--- config.mk ---
export PLATFORM = sky130hd
export DESIGN_NAME = nn_fifo_ctrl
export DESIGN_NICKNAME = d
export VERILOG_FILES = /design/src/rtl/nn_fifo_ctrl.sv
export SDC_FILE = /design/constraint.sdc
export NUM_CORES = 1
export LEC_CHECK = 0
export BUFFER_PORTS_ARGS = -buffer_cell sky130_fd_sc_hd__buf_2
export CORE_MARGIN = 3
export CORE_UTILIZATION = 30
export CTS_BUF_LIST = sky130_fd_sc_hd__clkbuf_4 sky130_fd_sc_hd__clkbuf_8
export CTS_CLUSTER_SIZE = 25
export DETAILED_ROUTE_END_ITERATION = 12
export GPL_ROUTABILITY_DRIVEN = 1
export GPL_TIMING_DRIVEN = 0
export PLACE_DENSITY_LB_ADDON = 0.3
export SYNTH_ARGS = -nofsm -noshare
export SYNTH_HDL_FRONTEND = slang
export SYNTH_SLANG_ARGS = --single-unit
--- constraint.sdc ---
create_clock -name clk -period 5.3 [get_ports clk]
set_input_delay 0.795 -clock clk [delete_from_list [all_inputs] [get_ports clk]]
set_output_delay 0.795 -clock clk [all_outputs]
set_load 0.01 [all_outputs]
--- src/rtl/nn_fifo_ctrl.sv ---
// Shares the buffer FIFO write port among NUM_REQ producers (rotating priority)
// and streams FIFO chunks to the PE array over valid/ready.
module nn_fifo_ctrl #(
  parameter int NUM_REQ        = 4,
  parameter int DATA_IN_WIDTH  = 16,
  parameter int DATA_OUT_WIDTH = 4,
  parameter int CNT_WIDTH      = 16
) (
  input  logic                             clk,
  input  logic                             rst,
  input  logic [NUM_REQ-1:0]               i_req_valid,
  input  logic [NUM_REQ*DATA_IN_WIDTH-1:0] i_req_data,
  output logic [NUM_REQ-1:0]               o_req_ready,
  output logic [$clog2(NUM_REQ)-1:0]       o_grant_id,
  output logic [DATA_IN_WIDTH-1:0]         o_fifo_din,
  output logic                             o_fifo_wr_en,
  input  logic                             i_fifo_full,
  output logic                             o_fifo_rd_en,
  input  logic                             i_fifo_empty,
  input  logic [DATA_OUT_WIDTH-1:0]        i_fifo_dout,
  output logic                             o_out_valid,
  output logic [DATA_OUT_WIDTH-1:0]        o_out_data,
  output logic                             o_out_last,
  input  logic                             i_out_ready,
  output logic [CNT_WIDTH-1:0]             o_wr_count,
  output logic [CNT_WIDTH-1:0]             o_rd_count
);

  // state  | meaning
  // S_IDLE | no chunk pending; wait for FIFO not empty
  // S_READ | one-cycle chunk read strobe
  // S_CAPT | FIFO output register valid; capture chunk and last flag
  // S_HOLD | chunk presented to PE until accepted

  localparam int GW          = $clog2(NUM_REQ);
  localparam int CHUNK_COUNT = DATA_IN_WIDTH / DATA_OUT_WIDTH;
  localparam int CW          = (CHUNK_COUNT > 1) ? $clog2(CHUNK_COUNT) : 1;
  localparam logic [GW-1:0] LAST_REQ   = GW'(NUM_REQ - 1);
  localparam logic [CW-1:0] LAST_CHUNK = CW'(CHUNK_COUNT - 1);
  localparam logic [GW:0]   NUM_REQ_W  = (GW + 1)'(NUM_REQ);

  typedef enum logic [1:0] {S_IDLE, S_READ, S_CAPT, S_HOLD} state_t;

  state_t                      r_state, w_state_nxt;
  logic [GW-1:0]               r_prio;
  logic [CW-1:0]               r_chunk_cnt;
  logic [DATA_OUT_WIDTH-1:0]   r_out_data;
  logic                        r_out_last;
  logic [CNT_WIDTH-1:0]        r_wr_count, r_rd_count;

  logic [2*NUM_REQ-1:0]        w_rot;
  logic [GW-1:0]               w_offset, w_grant;
  logic [GW:0]                 w_sum;
  logic [DATA_IN_WIDTH-1:0]    w_din;
  logic                        w_wr_en, w_rd_en, w_capture, w_out_valid, w_hs;

  // Rotate valids so bit k is requester (prio+k) mod NUM_REQ; lowest set bit wins.
  assign w_rot = {i_req_valid, i_req_valid} >> r_prio;

  always_comb begin
    w_offset = '0;
    for (int k = NUM_REQ - 1; k >= 0; k--) begin
      if (w_rot[k]) w_offset = GW'(k);
    end
    w_sum = {1'b0, r_prio} + {1'b0, w_offset};
    if (w_sum >= NUM_REQ_W) w_sum = w_sum - NUM_REQ_W;
    w_grant = w_sum[GW-1:0];
  end

  always_comb begin
    w_din = '0;
    for (int k = 0; k < NUM_REQ; k++) begin
      if (w_grant == GW'(k)) w_din = i_req_data[k*DATA_IN_WIDTH +: DATA_IN_WIDTH];
    end
  end

  assign w_wr_en = (|i_req_valid) & ~i_fifo_full;

  always_ff @(posedge clk) begin
    if (rst) r_prio <= '0;
    else if (w_wr_en) r_prio <= (w_grant == LAST_REQ) ? '0 : w_grant + 1'b1;
  end

  always_ff @(posedge clk) begin
    if (rst) r_state <= S_IDLE;
    else     r_state <= w_state_nxt;
  end

  always_comb begin
    w_state_nxt = r_state;
    w_rd_en     = 1'b0;
    w_capture   = 1'b0;
    w_out_valid = 1'b0;
    case (r_state)
      S_IDLE: if (!i_fifo_empty) w_state_nxt = S_READ;
      S_READ: begin
        w_rd_en     = 1'b1;
        w_state_nxt = S_CAPT;
      end
      S_CAPT: begin
        w_capture   = 1'b1;
        w_state_nxt = S_HOLD;
      end
      S_HOLD: begin
        w_out_valid = 1'b1;
        if (i_out_ready) w_state_nxt = S_IDLE;
      end
      default: w_state_nxt = S_IDLE;
    endcase
  end

  assign w_hs = w_out_valid & i_out_ready;

  // chunk_cnt mirrors the FIFO's internal chunk pointer, so only reset clears it.
  always_ff @(posedge clk) begin
    if (rst) begin
      r_out_data  <= '0;
      r_out_last  <= 1'b0;
      r_chunk_cnt <= '0;
    end else begin
      if (w_capture) begin
        r_out_data <= i_fifo_dout;
        r_out_last <= (r_chunk_cnt == LAST_CHUNK);
      end
      if (w_hs) r_chunk_cnt <= (r_chunk_cnt == LAST_CHUNK) ? '0 : r_chunk_cnt + 1'b1;
    end
  end

  always_ff @(posedge clk) begin
    if (rst) begin
      r_wr_count <= '0;
      r_rd_count <= '0;
    end else begin
      if (w_wr_en && (r_wr_count != '1)) r_wr_count <= r_wr_count + 1'b1;
      if (w_hs && (r_rd_count != '1))    r_rd_count <= r_rd_count + 1'b1;
    end
  end

  assign o_req_ready  = w_wr_en ? ({{(NUM_REQ-1){1'b0}}, 1'b1} << w_grant) : '0;
  assign o_grant_id   = w_grant;
  assign o_fifo_din   = w_din;
  assign o_fifo_wr_en = w_wr_en;
  assign o_fifo_rd_en = w_rd_en;
  assign o_out_valid  = w_out_valid;
  assign o_out_data   = r_out_data;
  assign o_out_last   = r_out_last;
  assign o_wr_count   = r_wr_count;
  assign o_rd_count   = r_rd_count;

endmodule

Yosys cells after proc, flatten, opt, wreduce, memory -nomap -nowiden
Cells that the tools add are included.
- memories: 0
- ROM bits: 0
- flip-flop bits (word level): 43
- bits of input ports: 77
- bits in latches: 0
- word-level logic and storage cells: 54
- memory bits (writable): 0
- output and inout port bits: 62
- eq/ne operators: 11
- multiply operators: 0
- reduce and logical (&&, ||, !) cells: 6
- div/mod/pow operators: 0
- bitwise gates (word level): 3
- $lt $le $gt $ge: 1
- add/sub/neg operators: 6
- shift operators: 2
- multiplexer cells: 18
- operators by type and width (kind ; number):
    16-bit 2-to-1 mux ; 4
    16-bit by 1-bit adder with 16-bit output (second input constant) ; 2
    16-bit != test (second input constant) ; 2
    2-bit 2-to-1 mux ; 9
    2-bit equality test (second input constant) ; 5
    2-bit one-hot mux with 4 select lines ; 1
    8-bit by 2-bit right shift with 4-bit output ; 1
    2-bit by 1-bit adder with 2-bit output (second input constant) ; 2
    2-bit by 1-bit equality test with 1-bit output (second input constant) ; 2
    2-bit logical NOT ; 2
    4-bit 2-to-1 mux ; 1
    2-bit != test (second input constant) ; 2
    4-bit OR reduction ; 1
    1-bit by 2-bit left shift with 4-bit output (first input constant) ; 1
    2-bit by 2-bit adder with 3-bit output ; 1
    3-bit >= comparator (second input constant) ; 1
    1-bit 2-to-1 mux ; 3
    1-bit AND ; 2
    1-bit logical AND ; 2
    2-bit AND reduction ; 1
    2-bit by 1-bit subtractor with 2-bit output (second input constant) ; 1
    1-bit inverter ; 1

Logic depth before layout (Yosys ltp)
Gate-level depths: netlist of the first run.
- word-level depth: 13
- mapped depth: 13
- mapped depth without buffers: 11

Worst setup path before layout of the first run
OpenSTA, ideal clock, no wires.
- path type: input to output
- start: input i_req_valid[2]
- end: output o_fifo_din[10]
- slack: 1235 ps
- stages on the path: 10
- arrival: 3270 ps
- path buffers: 3
- data required time: 4505 ps
- cell sequence: buf_2 -> or4_1 -> o2111ai_1 -> ha_1 -> ha_1 -> clkbuf_1 -> nor2b_1 -> clkbuf_1 -> a221oi_1 -> o31ai_1
- word-level cells in the longest chain between the ends: 13
- elaborated cells between the ends (all ways): 17
- those cells by class: add/sub (2); order compare (1); eq/ne (3); shift (1); mux (9); reduce/logical (1)
- ends and longest elaborated chain (element ; RTL line ; source):
    start: declaration ; 11 ; input logic [NUM_REQ-1:0] i_req_valid,
    8-bit by 2-bit right shift with 4-bit output (*) ; 58 ; assign w_rot = {i_req_valid, i_req_valid} >> r_prio;
    2-bit 2-to-1 mux (3 in series) ; 63 ; if (w_rot[k]) w_offset = GW'(k);
    2-bit 2-to-1 mux (*) ; 63 ;
    2-bit by 2-bit adder with 3-bit output (*) ; 65 ; w_sum = {1'b0, r_prio} + {1'b0, w_offset};
    3-bit >= comparator / 2-bit by 1-bit subtractor with 2-bit output (equally long branches) ; 66 ; if (w_sum >= NUM_REQ_W) w_sum = w_sum - NUM_REQ_W;
    2-bit 2-to-1 mux (*) ; 66 ;
    via o_grant_id[0] ; 14 ; output logic [$clog2(NUM_REQ)-1:0] o_grant_id,
    2-bit logical NOT ; 73 ; if (w_grant == GW'(k)) w_din = i_req_data[k*DATA_IN_WIDTH +: DATA_IN_WIDTH];
    16-bit 2-to-1 mux (3 in series) ; 73 ;
    16-bit 2-to-1 mux (*) ; 73 ;
    end: declaration ; 15 ; output logic [DATA_IN_WIDTH-1:0] o_fifo_din,
The timed path passes the listed nets; every way through them passes the cells marked *.

Worst setup path after layout of the first run
- start: input i_req_valid[2]
- end: output o_fifo_din[6]
- word-level cells in the longest chain between the ends: 13
- elaborated cells between the ends (all ways): 17
- those cells by class: add/sub (2); order compare (1); eq/ne (3); shift (1); mux (9); reduce/logical (1)
- ends and longest elaborated chain (element ; RTL line):
    8-bit by 2-bit right shift with 4-bit output (*) ; 58
    2-bit 2-to-1 mux (3 in series) ; 63
    2-bit 2-to-1 mux (*) ; 63
    2-bit by 2-bit adder with 3-bit output (*) ; 65
    3-bit >= comparator / 2-bit by 1-bit subtractor with 2-bit output (equally long branches) ; 66
    2-bit 2-to-1 mux (*) ; 66
    2-bit logical NOT ; 73
    16-bit 2-to-1 mux (3 in series) ; 73
    16-bit 2-to-1 mux (*) ; 73
Mark *: on every way between the ends. The rest lies on a longest branch, timed or not.

==> results.txt, run 1 <==
All-Layer GR Usage: 16.17%
CTS tree: built
worst skew pair latency: 300 ps
Ant. Diodes: 0
Final Slew Violations: 0
Die Wd: 103.6 um
post-route setup slack: 719.3 ps
core area: 8976 um2
WL/cell: 14.40 um
CTS Buf Count: 5
initial drt markers: 157
critical path launch point type: input port
DIE AREA: 10720 um2
Async SR Flop Fraction: 0%
final hold violation count: 0
CP Max Fanout: 10
Top FF cell, synth: dfxtp_1
Yosys cell types: 45
clock sink count: 43
Seq/Total Area, Yosys: 30.15%
pwr/cell area: 383.1 nW/um2
routed wire length: 9102 um
Finished Layout Cells: 632
final instance area: 3815 um2
Setup Slack @ Placement: 757.6 ps
DR pass1 iterations: 4
Setup TNS Final: 0 ps
crit path DAT: 3790 ps
CTS root buf: clkbuf_8
share of layout cells above drive strength 1: 30.43%
GRT overflow: 0
Yosys reg bits: 43
slowest CP cell: or4_1
crit share post-route: 86.43%
relative slew slack: 20.41%
P&R area growth vs syn: 33.61%
Post-DP HPWL: 7069 um
Post-synth EDFFs: 0
initial antenna violation count: 0
VDD IR max: 0.0001852 V
HP Class: register to register
Max stage delay on crit path: 510 ps
pin count of the biggest net entering global routing: 15
Final #Nets: 595
htree depth: 2
yosys warns: 0
Synthesized Nets: 452
I/O pins: 139
RSZ-0062 raised after global routing: false
Syn Area/Cell: 7.887 um2
Post-CTS Resized: 0
final worst path period need: 4581 ps
vias in the first global route: 3101
Worst-Margin Slew: 1183 ps
DRC: 0
clock transition at the registers of the reported paths: 80 ps
initial core utilization: 31.81%
max-cap violations: 0
worst endpoint required time: 4510 ps
Vias/cell: 5.309
most frequent cells in the layout: buf_2 (141), dfxtp_1 (43), nand2_1 (41)
die height: 103.6 um
status: finished, final reports clean
Port Buffers: 136
post-route ant nets: 0
std cell rows: 34
via count: 3355
leakage power: 1.616 nW
max frequency: 0.2183 GHz
Placed Area: 3694 um2
Final setup viols: 0
hold buffers post-CTS: 0
Placed Cells: 624
post-CTS setup buffer count: 0
Synth Cell Area: 2855 um2
Setup Skew: 11.52 ps
most common cell after layout, fill and taps aside: buf_2
first-pass GRT wire length: 14980 um
cells after synthesis: 362
Worst Setup End Kind: primary output
WS Path Type: input port to primary output
Final GP Congestion: 0.8207
Max Root-Sink Buffers: 2
Critical Path, Cell by Cell: buf_2, or4_1, o2111ai_1, ha_1, xnor2_1, ha_1, clkbuf_1, nor2b_1, clkbuf_1, a221oi_1, o31ai_1, buf_2
-- power by group --
group	switching, W	internal, W	leakage (nW)
Sequential	0.0000196	0.000343	0.348
Clock	0.000122	0.000155	0.0618
Combinational	0.000477	0.000345	1.21
Total	0.000618	0.000843	1.62
-- through the flow --
step / util [%] / total power [W] / hold WS, ps
floorplan: - / 0.0008929 / 440.0
global placement: 41.15 / 0.001173 / 451.5
detailed placement: 41.15 / 0.001188 / 472.7
CTS: 42.50 / 0.001472 / 486.2
global route: 42.50 / 0.001569 / 505.7
finish: 42.50 / 0.001462 / 479.3
-- critical path: cells and delay by family --
family,cells,cell delay (ps)
buf+inv,4,990
simple gates,2,940
compound gates,3,520
fa+ha+maj,2,420
xor+xnor,1,120
-- metal layers --
layer	wire length (um)	up-vias	global-route usage (%)	part of all wire [%]
li1	-	1679	-	-
met4	104	0	3.609	1.1
met1	4099	1560	21.03	45
met2	4386	107	27.38	48
met3	512	9	3.669	5.6
met5	0	-	0	0
-- synthesized netlist by cell type (all sizes together) (9+ instances only) --
cell type	n	share of area [%]
a21oi	30	5.3
clkbuf	19	2.5
nor2b	18	3.9
nor2	18	2.4
nand2	41	5.4
inv	11	1.4
ha	13	5.7
a221oi	15	4.6
dfxtp	43	30
o31ai	31	8.2
o21ai	9	1.6
or4	18	4.7
nand4	14	3.3
-- state kept, by name, summed over array words and instances (netlist names) --
signal / cells
r_prio: 2
o_rd_count: 16
o_wr_count: 16
r_chunk_cnt: 2
o_out_data: 4
r_state: 2
o_out_last: 1
-- cell type report --
type,instances,area [um2]
Fill cell,929,5161
Inverter,11,41.29
Timing Repair Buffer,136,680.7
Clock buffer,6,82.58
Multi-Input combinational cell,284,1857
Clock inverter,2,38.79
Sequential cell,43,860.8
Buffer,24,96.34
Tap cell,126,157.7
-- worst paths after layout --
path	from	endpoint	slack (ps)	depth (start not counted)
setup / recovery	i_req_valid[2]	o_fifo_din[6]	720	12
setup reg to reg	r_prio[0]$_SDFFE_PP0P_	r_prio[0]$_SDFFE_PP0P_	2760	9
hold / removal	r_chunk_cnt[1]$_SDFFE_PP0P_	r_chunk_cnt[1]$_SDFFE_PP0P_	480	2
hold reg to reg	r_chunk_cnt[1]$_SDFFE_PP0P_	r_chunk_cnt[1]$_SDFFE_PP0P_	480	2
-- cell families after synthesis --
kind of cell             after synthesis  share of synthesized area, %
AND/OR/NAND/NOR                      154                         29.89
adder cells (fa/ha/maj)               13                         5.697
buffers and inverters                 35                         4.820
multiplexers                          10                         3.593
XOR/XNOR                               2                        0.6136
AO/OA/AOI/OAI                        105                         25.24
flip-flops                            43                         30.15
Power figures use the tool's default switching activity.
==> run 2, diff against run 1 <==
--- a/config.mk
+++ b/config.mk
@@ -6,7 +6,7 @@
 export NUM_CORES = 1
 export LEC_CHECK = 0
 export BUFFER_PORTS_ARGS = -buffer_cell sky130_fd_sc_hd__buf_2
-export CORE_MARGIN = 3
+export CORE_MARGIN = 2
 export CORE_UTILIZATION = 30
 export CTS_BUF_LIST = sky130_fd_sc_hd__clkbuf_4 sky130_fd_sc_hd__clkbuf_8
 export CTS_CLUSTER_SIZE = 25
==> run 2 against run 1 <==
  * Register-to-register slack better by 40 ps
  * Clock power is 1% lower
  * Fmax is 0.25% lower
  * Die area is 3.8% lower
  * Worst hold slack worse by 16 ps
  * Global-route usage is 0.38 points higher
  * Critical endpoint is now o_fifo_din[4]
  * Critical path type unchanged
  * Critical path depth stayed put
  * Clock-buffer cell count stayed put
  * Via count hardly changed
  * Routed wire length is 0.62% higher
==> results.txt, run 2 (synthesis gave the netlist of run 1 again) <==
post-route ant nets: 0 (unchanged)
core area: 9240 um2 (was 8976 um2)
relative slew slack: 17.12% (was 20.41%)
Worst-Margin Slew: 1232 ps (was 1183 ps)
critical path launch point type: input port (unchanged)
Final Slew Violations: 0 (unchanged)
All-Layer GR Usage: 16.55% (was 16.17%)
DRC: 0 (unchanged)
CTS tree: built (unchanged)
DR pass1 iterations: 4 (unchanged)
RSZ-0062 raised after global routing: false (unchanged)
Post-DP HPWL: 7158 um (was 7069 um)
htree depth: 2 (unchanged)
leakage power: 1.616 nW (unchanged)
post-CTS setup buffer count: 0 (unchanged)
Setup Skew: 13.96 ps (was 11.52 ps)
initial drt markers: 150 (was 157)
std cell rows: 35 (was 34)
CTS root buf: clkbuf_8 (unchanged)
final worst path period need: 4592 ps (was 4581 ps)
Setup TNS Final: 0 ps (unchanged)
worst skew pair latency: 300 ps (about the same)
P&R area growth vs syn: 33.74% (was 33.61%)
pwr/cell area: 382.0 nW/um2 (was 383.1 nW/um2)
clock sink count: 43 (unchanged)
Max Root-Sink Buffers: 2 (unchanged)
Final GP Congestion: 0.7822 (was 0.8207)
worst endpoint required time: 4510 ps (about the same)
crit share post-route: 86.64% (was 86.43%)
Finished Core Util: 41.33% (was 42.50%)
Ant. Diodes: 0 (unchanged)
I/O pins: 139 (unchanged)
Port Buffers: 136 (unchanged)
VDD IR max: 0.0001602 V (was 0.0001852 V)
CP Launch Point: i_req_valid[2] (unchanged)
pin count of the biggest net entering global routing: 15 (unchanged)
final hold violation count: 0 (unchanged)
Finished Layout Cells: 635 (was 632)
GRT overflow: 0 (unchanged)
status: finished, final reports clean (unchanged)
via count: 3354 (was 3355)
Vias/cell: 5.282 (was 5.309)
CP Max Fanout: 10 (unchanged)
CTS Buf Count: 5 (unchanged)
first-pass GRT wire length: 13930 um (was 14980 um)
Final #Nets: 595 (unchanged)
Post-CTS Resized: 0 (unchanged)
Worst Setup End Kind: primary output (unchanged)
DIE AREA: 10310 um2 (was 10720 um2)
routed wire length: 9158 um (was 9102 um)
WS Path Type: input port to primary output (unchanged)
die height: 101.6 um (was 103.6 um)
max frequency: 0.2178 GHz (was 0.2183 GHz)
Final setup viols: 0 (unchanged)
crit path DAT: 3800 ps (was 3790 ps)
hold buffers post-CTS: 0 (unchanged)
Die Wd: 101.6 um (was 103.6 um)
clock transition at the registers of the reported paths: 80 ps (about the same)
Total Power Consumption: 0.001459 W (was 0.001462 W)
initial antenna violation count: 0 (unchanged)
hold_sp: r_chunk_cnt[1]$_SDFFE_PP0P_ (unchanged)
max-cap violations: 0 (unchanged)
Reg2Reg Launch Point: r_prio[0]$_SDFFE_PP0P_ (unchanged)
most common cell after layout, fill and taps aside: buf_2 (unchanged)
most frequent cells in the layout: buf_2 (141), dfxtp_1 (43), nand2_1 (41) (unchanged)
share of layout cells above drive strength 1: 30.43% (unchanged)
WL/cell: 14.42 um (was 14.40 um)
HP Class: register to register (unchanged)
Placed Cells: 627 (was 624)
vias in the first global route: 3061 (was 3101)
initial core utilization: 30.90% (was 31.81%)
run 2: cell type report:
class | count | area (um2)
Inverter | 11 | 41.29
Multi-Input combinational cell | 284 | 1857
Timing Repair Buffer | 136 | 680.7
Buffer | 24 | 96.34
Clock inverter | 2 | 38.79
Tap cell | 129 | 161.4
Fill cell | 963 | 5421
Clock buffer | 6 | 82.58
Sequential cell | 43 | 860.8
run 2: through the flow:
step | setup slack, ps | hold WS, ps | cell area [um2]
after floorplan | 1235 | 440.0 | 2855
after global placement | 724.9 | 452.0 | 3697
after detailed placement | 734.4 | 454.9 | 3697
after CTS | 741.1 | 467.9 | 3819
after global routing | 521.2 | 488.6 | 3819
final | 707.9 | 463.1 | 3819
run 2: power by group:
group          switching (W)  total [W]  internal [W]
clock               0.000117   0.000273      0.000155
combinational       0.000481   0.000825      0.000344
sequential         0.0000187   0.000361      0.000343
total               0.000617    0.00146      0.000842
run 2: critical path, cell delays in order:
cell and delay (ps):
buf_2 150, or4_1 500, o2111ai_1 90, ha_1 230, xnor2_1 120, ha_1 190, clkbuf_1 220, nor2b_1 400
clkbuf_1 420, a221oi_1 150, o31ai_1 320, buf_2 200
run 2: layer usage:
layer	up-vias	part of all wire, %	track usage [%]
met5	-	0	0
met4	0	0.66	3.015
met3	6	6.7	3.175
met2	126	52	33.50
met1	1546	41	17.52
li1	1676	-	-
run 2: worst paths after layout:
kind / to / slack [ps] / cells past startpoint
min reg2reg: r_chunk_cnt[1]$_SDFFE_PP0P_ / 460 / 2
max: o_fifo_din[4] / 710 / 12
min: r_chunk_cnt[1]$_SDFFE_PP0P_ / 460 / 2
max reg2reg: r_prio[0]$_SDFFE_PP0P_ / 2800 / 9
